<file path="src/rtl/cpu_isa_pkg.sv">
// ISA constants and shared types for the mini-CPU front end.
package cpu_isa_pkg;

   localparam int ADDR_W  = 16;
   localparam int INSTR_W = 28;
   localparam int OP_W    = 4;
   localparam int CNT_W   = 24;

   // Instruction field positions
   localparam int OP_MSB   = 27;
   localparam int OP_LSB   = 24;
   localparam int DEST_MSB = 23;
   localparam int DEST_LSB = 16;
   localparam int SRC1_MSB = 15;
   localparam int SRC1_LSB = 8;
   localparam int SRC0_MSB = 7;
   localparam int SRC0_LSB = 0;

   typedef enum logic [OP_W-1:0] {
      OP_NOP = 4'd0,
      OP_STO = 4'd1,
      OP_LCD = 4'd2,
      OP_ADD = 4'd3,
      OP_SUB = 4'd4,
      OP_BLE = 4'd5,
      OP_JMP = 4'd6
   } opcode_e;

   localparam logic [OP_W-1:0] NOP_OPCODE = OP_NOP;

   localparam logic [7:0] R0 = 8'd0;
   localparam logic [7:0] R1 = 8'd1;
   localparam logic [7:0] R2 = 8'd2;
   localparam logic [7:0] R3 = 8'd3;
   localparam logic [7:0] R4 = 8'd4;
   localparam logic [7:0] R5 = 8'd5;
   localparam logic [7:0] R6 = 8'd6;
   localparam logic [7:0] R7 = 8'd7;
   localparam logic [7:0] R8 = 8'd8;

   // Decoded view of one instruction word; imm overlays {src1, src0}
   typedef struct packed {
      logic [OP_W-1:0] op;
      logic [7:0]      dest;
      logic [7:0]      src1;
      logic [7:0]      src0;
   } instr_t;

   typedef enum logic {ST_RUN = 1'b0, ST_WAIT = 1'b1} fetch_state_e;

   function automatic logic is_nop(input logic [INSTR_W-1:0] instr);
      return instr[OP_MSB:OP_LSB] == NOP_OPCODE;
   endfunction

endpackage

</file>
<file path="src/rtl/instruction_fetch_unit_if.sv">
// Fetch-unit bus: ROM address/data plus execute-stage control and decoded outputs.
interface instruction_fetch_unit_if;
   import cpu_isa_pkg::*;

   logic [ADDR_W-1:0]  oAddress;
   logic [INSTR_W-1:0] iInstruction;
   logic               iStall;
   logic               iBranchTaken;
   logic [ADDR_W-1:0]  iBranchTarget;
   logic               oValid;
   logic [OP_W-1:0]    oOpcode;
   logic [7:0]         oDest;
   logic [7:0]         oSrc1;
   logic [7:0]         oSrc0;
   logic [15:0]        oImm;
   logic [ADDR_W-1:0]  oPC;
   logic               oBusy;

   // Fetch unit side
   modport master (
      output oAddress, oValid, oOpcode, oDest, oSrc1, oSrc0, oImm, oPC, oBusy,
      input  iInstruction, iStall, iBranchTaken, iBranchTarget
   );

   // ROM / execute side
   modport slave (
      input  oAddress, oValid, oOpcode, oDest, oSrc1, oSrc0, oImm, oPC, oBusy,
      output iInstruction, iStall, iBranchTaken, iBranchTarget
   );

endinterface

</file>
<file path="src/rtl/nop_delay_counter.sv">
// Loadable down-counter timing the idle edges of a NOP.
module nop_delay_counter
   import cpu_isa_pkg::*;
(
   input  logic             Clock,
   input  logic             Reset,
   input  logic             clear_i,
   input  logic             load_i,
   input  logic [CNT_W-1:0] load_val_i,
   input  logic             en_i,
   output logic             done_o
);

   logic [CNT_W-1:0] cnt_q, cnt_d;

   // Last idle edge is the one where the count reads 1
   assign done_o = en_i && (cnt_q == CNT_W'(1));

   // Next count: clear beats load beats decrement; holds when disabled (stall)
   always_comb begin
      cnt_d = cnt_q;
      if (clear_i)
         cnt_d = '0;
      else if (load_i)
         cnt_d = load_val_i;
      else if (en_i)
         cnt_d = done_o ? '0 : cnt_q - CNT_W'(1);
   end

   // Count register
   always_ff @(posedge Clock or negedge Reset) begin
      if (!Reset) cnt_q <= '0;
      else        cnt_q <= cnt_d;
   end

endmodule

</file>
<file path="src/rtl/instruction_fetch_unit.sv">
// Fetch/decode front end: drives ROM address from PC, registers decoded
// fields, runs NOPs as timed idle periods, honours stall and branch redirect.
module instruction_fetch_unit
   import cpu_isa_pkg::*;
(
   input  logic                      Clock,
   input  logic                      Reset,
   instruction_fetch_unit_if.master  bus
);

   fetch_state_e      state_q, state_d;
   logic [ADDR_W-1:0] pc_q, pc_d;
   logic [ADDR_W-1:0] opc_q, opc_d;
   logic              valid_q, valid_d;
   instr_t            fld_q, fld_d;

   logic              cnt_clr, cnt_load, cnt_en, cnt_done;
   logic [CNT_W-1:0]  nop_len;
   logic              fetched_nop;

   assign nop_len     = bus.iInstruction[CNT_W-1:0];
   assign fetched_nop = is_nop(bus.iInstruction);

   nop_delay_counter u_delay (
      .Clock      (Clock),
      .Reset      (Reset),
      .clear_i    (cnt_clr),
      .load_i     (cnt_load),
      .load_val_i (nop_len),
      .en_i       (cnt_en),
      .done_o     (cnt_done)
   );

   // Next state: branch wins over stall and WAIT; stall freezes everything
   always_comb begin
      state_d  = state_q;
      pc_d     = pc_q;
      opc_d    = opc_q;
      valid_d  = valid_q;
      fld_d    = fld_q;
      cnt_clr  = 1'b0;
      cnt_load = 1'b0;
      cnt_en   = 1'b0;
      if (bus.iBranchTaken) begin
         // Flushed slot: fields keep their last contents, only valid drops
         pc_d    = bus.iBranchTarget;
         valid_d = 1'b0;
         state_d = ST_RUN;
         cnt_clr = 1'b1;
      end else if (!bus.iStall) begin
         case (state_q)
            ST_RUN: begin
               fld_d   = instr_t'(bus.iInstruction);
               opc_d   = pc_q;
               pc_d    = pc_q + ADDR_W'(1);
               valid_d = !fetched_nop;
               // A zero-length NOP is just the single bubble of its own fetch
               if (fetched_nop && (nop_len != '0)) begin
                  cnt_load = 1'b1;
                  state_d  = ST_WAIT;
               end
            end
            ST_WAIT: begin
               valid_d = 1'b0;
               cnt_en  = 1'b1;
               if (cnt_done) state_d = ST_RUN;
            end
            default: state_d = ST_RUN;
         endcase
      end
   end

   // State and output registers
   always_ff @(posedge Clock or negedge Reset) begin
      if (!Reset) begin
         state_q <= ST_RUN;
         pc_q    <= '0;
         opc_q   <= '0;
         valid_q <= 1'b0;
         fld_q   <= '0;
      end else begin
         state_q <= state_d;
         pc_q    <= pc_d;
         opc_q   <= opc_d;
         valid_q <= valid_d;
         fld_q   <= fld_d;
      end
   end

   assign bus.oAddress = pc_q;
   assign bus.oValid   = valid_q;
   assign bus.oOpcode  = fld_q.op;
   assign bus.oDest    = fld_q.dest;
   assign bus.oSrc1    = fld_q.src1;
   assign bus.oSrc0    = fld_q.src0;
   assign bus.oImm     = {fld_q.src1, fld_q.src0};
   assign bus.oPC      = opc_q;
   assign bus.oBusy    = (state_q == ST_WAIT);

endmodule

</file>
<file path="src/flat_wrapper.sv">
// flat-port wrapper written by rule: the top's interface ports become plain ports
module instruction_fetch_unit_flat import cpu_isa_pkg::*;
  (Clock, Reset, bus_oAddress, bus_oValid, bus_oOpcode, bus_oDest, bus_oSrc1, bus_oSrc0, bus_oImm, bus_oPC, bus_oBusy, bus_iInstruction, bus_iStall, bus_iBranchTaken, bus_iBranchTarget);
  instruction_fetch_unit_if bus_i ();
  input  logic Clock;
  input  logic Reset;
  output wire logic [$bits(bus_i.oAddress)-1:0] bus_oAddress;
  output wire logic [$bits(bus_i.oValid)-1:0] bus_oValid;
  output wire logic [$bits(bus_i.oOpcode)-1:0] bus_oOpcode;
  output wire logic [$bits(bus_i.oDest)-1:0] bus_oDest;
  output wire logic [$bits(bus_i.oSrc1)-1:0] bus_oSrc1;
  output wire logic [$bits(bus_i.oSrc0)-1:0] bus_oSrc0;
  output wire logic [$bits(bus_i.oImm)-1:0] bus_oImm;
  output wire logic [$bits(bus_i.oPC)-1:0] bus_oPC;
  output wire logic [$bits(bus_i.oBusy)-1:0] bus_oBusy;
  input wire logic [$bits(bus_i.iInstruction)-1:0] bus_iInstruction;
  input wire logic [$bits(bus_i.iStall)-1:0] bus_iStall;
  input wire logic [$bits(bus_i.iBranchTaken)-1:0] bus_iBranchTaken;
  input wire logic [$bits(bus_i.iBranchTarget)-1:0] bus_iBranchTarget;
  assign bus_oAddress = bus_i.oAddress;
  assign bus_oValid = bus_i.oValid;
  assign bus_oOpcode = bus_i.oOpcode;
  assign bus_oDest = bus_i.oDest;
  assign bus_oSrc1 = bus_i.oSrc1;
  assign bus_oSrc0 = bus_i.oSrc0;
  assign bus_oImm = bus_i.oImm;
  assign bus_oPC = bus_i.oPC;
  assign bus_oBusy = bus_i.oBusy;
  assign bus_i.iInstruction = bus_iInstruction;
  assign bus_i.iStall = bus_iStall;
  assign bus_i.iBranchTaken = bus_iBranchTaken;
  assign bus_i.iBranchTarget = bus_iBranchTarget;
  instruction_fetch_unit u_core (.Clock(Clock), .Reset(Reset), .bus(bus_i));
endmodule
</file>
<file path="config.mk">
export PLATFORM = sky130hd
export DESIGN_NAME = instruction_fetch_unit_flat
export DESIGN_NICKNAME = d
export VERILOG_FILES = /design/src/rtl/cpu_isa_pkg.sv /design/src/rtl/instruction_fetch_unit_if.sv /design/src/rtl/nop_delay_counter.sv /design/src/rtl/instruction_fetch_unit.sv /design/src/flat_wrapper.sv
export SDC_FILE = /design/constraint.sdc
export NUM_CORES = 1
export LEC_CHECK = 0
export BUFFER_PORTS_ARGS = -buffer_cell sky130_fd_sc_hd__buf_2
export CORE_UTILIZATION = 35
export CTS_CLUSTER_DIAMETER = 50
export CTS_CLUSTER_SIZE = 24
export DETAILED_ROUTE_END_ITERATION = 10
export HOLD_SLACK_MARGIN = 0.08
export PLACE_DENSITY_LB_ADDON = 0.3
export RECOVER_POWER = 50
export SYNTH_ARGS = -nofsm -noshare
export SYNTH_HDL_FRONTEND = slang
export SYNTH_SLANG_ARGS = --single-unit
</file>
<file path="constraint.sdc">
create_clock -name Clock -period 2.75 [get_ports Clock]
set_clock_uncertainty 0.05 [all_clocks]
set_input_delay 0.55 -clock Clock [delete_from_list [all_inputs] [get_ports Clock]]
set_output_delay 0.55 -clock Clock [all_outputs]
set_load 0.1 [all_outputs]
</file>
Word level (Yosys, flattened, before mapping):

Cells that the tools add are included.

* word-level logic and storage cells: 47
* register bits: 86
* output and inout bits: 78
* input bits: 48

* $add $sub $neg: 2
* equal/unequal tests: 3
* reduce and logical (&&, ||, !) cells: 8
* multiplexer cells: 22
* bitwise logic cells: 3

Operators by type and width (count)
* $mux 24: 4
* $mux 16: 3
* $eq 24x1->1 const B: 1
* $reduce_bool 24->1: 1
* $sub 24x1->24 const B: 1
* $add 16x1->16 const B: 1
* $mux 1: 13
* $logic_not 4->1: 1
* $pmux 1 s2: 2
* $not 1->1: 3
* $reduce_and 3->1: 1
* $reduce_bool 3->1: 1
* $logic_and 1x1->1: 2
* $ne 2x1->1 const B: 1
* $ne 2x2->1 const B: 1
* $reduce_and 2->1: 1
* $logic_not 1->1: 1

Longest topological paths before layout:

* depth after elaboration: 8
* depth in mapped cells: 9
* depth with buffers taken out: 7

By module:

Synthesis repeated with hierarchy kept, for this count alone.

* cells, all modules: 417
* area total of the unflattened synthesis: 4570.6 um^2

Modules (own cells, without submodules)
* instruction_fetch_unit: cells an instance 234, seq. area each 1551.5 um^2, area each 2907.8 um^2, instances 1
* nop_delay_counter: cells an instance 183, seq. area each 600.6 um^2, area each 1662.8 um^2, instances 1

Worst setup path before layout:

OpenSTA, ideal clock, no wires.

* path kind: reg2reg
* from: reg u_core.state_q (netlist: u_core.bus.oBusy)
* to: reg u_core.opc_q[9] (netlist: u_core.bus.oPC[9])
* required time: 2.574 ns
* stages on the path, launching flop included: 5
* period minus slack after synthesis: 2.521 ns
* library setup time: 0.126 ns
* setup slack: 0.229 ns
* buffers on the path: 2
* data arrival time: 2.345 ns
* cells stage by stage: dfrtp_1 > clkbuf_1 > nor3_1 > clkbuf_1 > mux2_2

* longest elaborated chain between the ends: 2

Ends and longest elaborated chain
* start: declaration: RTL line instruction_fetch_unit.sv:11 `fetch_state_e state_q, state_d;`
* start signal: assignment: RTL line instruction_fetch_unit.sv:82 `state_q <= state_d;`
* $not 1->1 (no line)
* $reduce_and 3->1 (no line)
* end signal: assignment: RTL line instruction_fetch_unit.sv:84 `opc_q <= opc_d;`
* end: declaration: RTL line instruction_fetch_unit.sv:13 `logic [ADDR_W-1:0] opc_q, opc_d;`

Every way passes these cells.
A chain may end at the register's enable or synchronous reset.

Worst setup path in the final report:

* from: reg u_core.u_delay.cnt_q[2]
* to: reg u_core.u_delay.cnt_q[7]

* longest elaborated chain between the ends: 6
* elaborated cells between the ends (all ways): 7
* classes of those cells: add/sub: 1; eq/ne: 1; mux: 4; reduce/logical: 1

Ends and longest elaborated chain
* start: declaration: RTL line nop_delay_counter.sv:14 `logic [CNT_W-1:0] cnt_q, cnt_d;`
* start signal: assignment: RTL line nop_delay_counter.sv:33 `else cnt_q <= cnt_d;`
* branches (longest 2 deep; another with $sub 24x1->24)
* $mux 24 (*): RTL line nop_delay_counter.sv:27 `cnt_d = done_o ? '0 : cnt_q - CNT_W'(1);`
* $mux 24 (*): RTL line nop_delay_counter.sv:26 `else if (en_i)`
* $mux 24 (*): RTL line nop_delay_counter.sv:24 `else if (load_i)`
* $mux 24 (*): RTL line nop_delay_counter.sv:22 `if (clear_i)`

Every way passes the cells marked *. The select of a mux whose other input is x is not followed.

==> impl_metrics.py <==
metrics = {
    "placement": {
        "hpwl_um": 9060,
        "dp_slack_ns": 0.0799,
        "gp_congestion": 0.956,
        "portBuffers": 125,
        "placed_cell_area_um2": 5400,
    },
    "drt": {
        "postRouteWirelength_um": 12500,
        "top_layer_used": "met4",
        "drt_iter0_drc": 308,
        "met2WireLength_um": 5940,
        "met3_length_um": 822,
        "wl_per_cell_um": 17.0,
        "drc": 0,
        "viasPerCell": 5.43,
        "vias": 3989,
        "dr.pass1.iters": 5,
        "ant_nets": 0,
        "wl_met1_um": 5580,
    },
    "yosys": {
        "synth_edf_count": 0,
        "syn_nets": 489,
        "synth_cells": 438,
        "netlist_top_cells_count": "dfrtp_1, mux2_2, nand2_1",
        "synth-seq-cells": 86,
        "ys_top_cells_by_area": "dfrtp_1, mux2_2, nand2_1",
        "syn_area_per_cell_um2": 10.4,
        "yosys_warnings": 0,
        "synth_most_common_cell": "dfrtp_1",
        "synthFlopType": "dfrtp_1",
        "async_flop_share_pct": 100,
        "seq_area_frac_synth_pct": 47.0,
        "synth.top_cell.area_share_pct": 47.0,
        "synth_area_leader_cell": "dfrtp_1",
        "syn-cell-area_um2": 4580,
        "synth_cell_types": 53,
    },
    "final_layout": {
        "multi_input_comb_area_um2": 2170,
        "nets": 609,
        "finalInstanceArea_um2": 5680,
        "fillers": 1247,
        "area_growth_syn_to_layout_pct": 24.2,
        "insertedDiodeCount": 0,
        "seqCellArea_um2": 2150,
        "drive_above_1_share_pct": 33.9,
    },
    "pwr": {
        "leakagePower_nw": 2.54,
        "ir_worst_vdd_v": 0.000434,
        "power_per_cell_area_nw_per_um2": 886,
    },
    "timing": {
        "setup-violations-final": 0,
        "drv_slew": 0,
        "fmax_mhz": 397,
        "fin_crit_ns": 2.52,
        "worstMarginPinSlew_ns": 1.19,
        "rsz0062_at_grt": "false",
        "finalCritPeriodShare_pct": 91.5,
        "fin_ws_ns": 0.233,
        "setup_tns_ns": 0,
        "slew-limit-headroom_pct": 21.1,
        "final-hold-violation-count": 0,
    },
    "worst_hold_path": {
        "min_path_cells": 3,
        "min_path_type": "input port to flip-flop",
    },
    "floorplanning": {
        "die_x_um": 116,
        "fp.coreArea_um2": 12700,
        "die_h_um": 116,
        "die-area_um2": 13500,
        "rows": 41,
        "initial_core_util_pct": 36.1,
        "num_io_pins": 126,
    },
    "status": {
        "status": "finished, final reports clean",
    },
    "clock_network": {
        "clk_latency_ns": 0.34,
        "post_cts_buffers": 0,
        "cts_tree": "done",
        "cts.sinks": 86,
        "clk_path_buf_depth": 2,
        "cts_made_buffers": 9,
        "clkTransAtPathRegs_ns": 0.06,
        "ctsHoldBuffers": 0,
        "htreeDepth": 3,
        "root_buffer": "clkbuf_16",
        "ctsResizeCount": 0,
    },
    "global_route": {
        "grt_max_degree": 46,
        "grt_pass1_vias": 3717,
        "grt.total_usage_pct": 18.8,
        "antenna_found_initial": 0,
        "grt_pass1_wl_um": 19600,
        "gr-total-overflow": 0,
    },
    "run": {
        "cap_violations": 0,
    },
    "setup_path": {
        "worstSetupEndpointType": "flip-flop",
        "required_ns": 2.93,
        "path_class": "flip-flop to flip-flop",
        "worstPathMaxFanout": 6,
        "critPathLaunchType": "flip-flop",
        "r2r_cells": 5,
        "arrival_ns": 2.69,
    },
}
-- state kept, by name, indices dropped and copies added, names as in the netlist --
signal	flops
u_core.bus.oBusy	1
u_core.bus.oAddress	16
u_core.bus.oPC	16
u_core.bus.oValid	1
u_core.bus.oOpcode	4
u_core.bus.oSrc0	8
u_core.bus.oDest	8
u_core.u_delay.cnt_q	24
u_core.bus.oSrc1	8
-- layer usage --
layer,track usage [%],up-vias
li1,-,1850
met1,26.4,1940
met2,29.3,183
met3,3.58,16
met4,5.81,0
met5,0,-
-- critical path: stages (launching register included) --
cell and delay (ns):
dfrtp_1 0.47, nor3_1 0.56, nand4_1 0.40, o31ai_4 0.51, o32ai_1 0.16, a22o_1 0.26
-- cell type report --
class                           count  share of cell area [%]
Multi-Input combinational cell    305                    38.2
Sequential cell                    86                    37.9
Timing Repair Buffer              150                    13.7
Clock buffer                       12                    4.69
Tap cell                          172                    3.79
Clock inverter                      4                    1.34
Inverter                            6                   0.396
-- cell families after synthesis --
group,synth area share (%)
xor+xnor,3.83
fa+ha+maj,0.820
buf+inv,5.66
simple gates,16.9
compound gates,14.1
flops,47.0
mux,11.7
-- per-stage QoR --
stage | total power, mW | utilization, % | std cells | hold WS, ns
floorplan | 3.35 | - | 438 | 0.204
global placement | 3.68 | 42.6 | 719 | 0.434
detailed placement | 3.70 | 42.6 | 719 | 0.440
CTS | 5.09 | 45.3 | 735 | 0.187
global route | 5.22 | 44.9 | 735 | 0.362
finish | 5.04 | 44.9 | 735 | 0.368
-- worst paths after layout --
kind	startpoint	slack [ns]	end
min reg2reg	u_core.bus.oPC[4]	0.45	u_core.bus.oPC[4]
min	bus_iBranchTarget[12]	0.37	u_core.bus.oAddress[12]
max	u_core.u_delay.cnt_q[2]	0.23	u_core.u_delay.cnt_q[7]
min in group asynchronous	Reset	0.38	u_core.bus.oSrc1[6]
max in group asynchronous	Reset	0.62	u_core.bus.oPC[6]
max reg2reg	u_core.u_delay.cnt_q[2]	0.23	u_core.u_delay.cnt_q[7]
-- where the power goes --
| group | switching (mW) | internal [mW] |
|---|---|---|
| sequential | 0.119 | 1.42 |
| clock | 0.511 | 0.874 |
| combinational | 1.73 | 0.382 |
-- cell usage in the layout, fill, tap and decap left out, drive strengths merged, types with 3 or more instances in the layout --
cell type,synthesis,layout
nand2b,4,4
or4,4,4
ha,3,3
a31oi,10,10
and4,3,3
nand4,11,11
a32o,3,3
xnor2,11,11
nand3,17,17
xor2,9,9
inv,6,7
dfrtp,86,86
a32oi,3,3
o31a,4,4
mux2,44,44
buf,23,116
a22oi,4,4
a311oi,4,4
nor2,18,18
a21oi,6,6
o32ai,4,4
o211ai,6,6
nand2,44,44
clkbuf,18,46
o31ai,5,5
mux2i,4,4
nor4,12,12
nor3,16,16
or3,5,5
a22o,3,3
o21ai,29,29
Power figures use the tool's default switching activity.
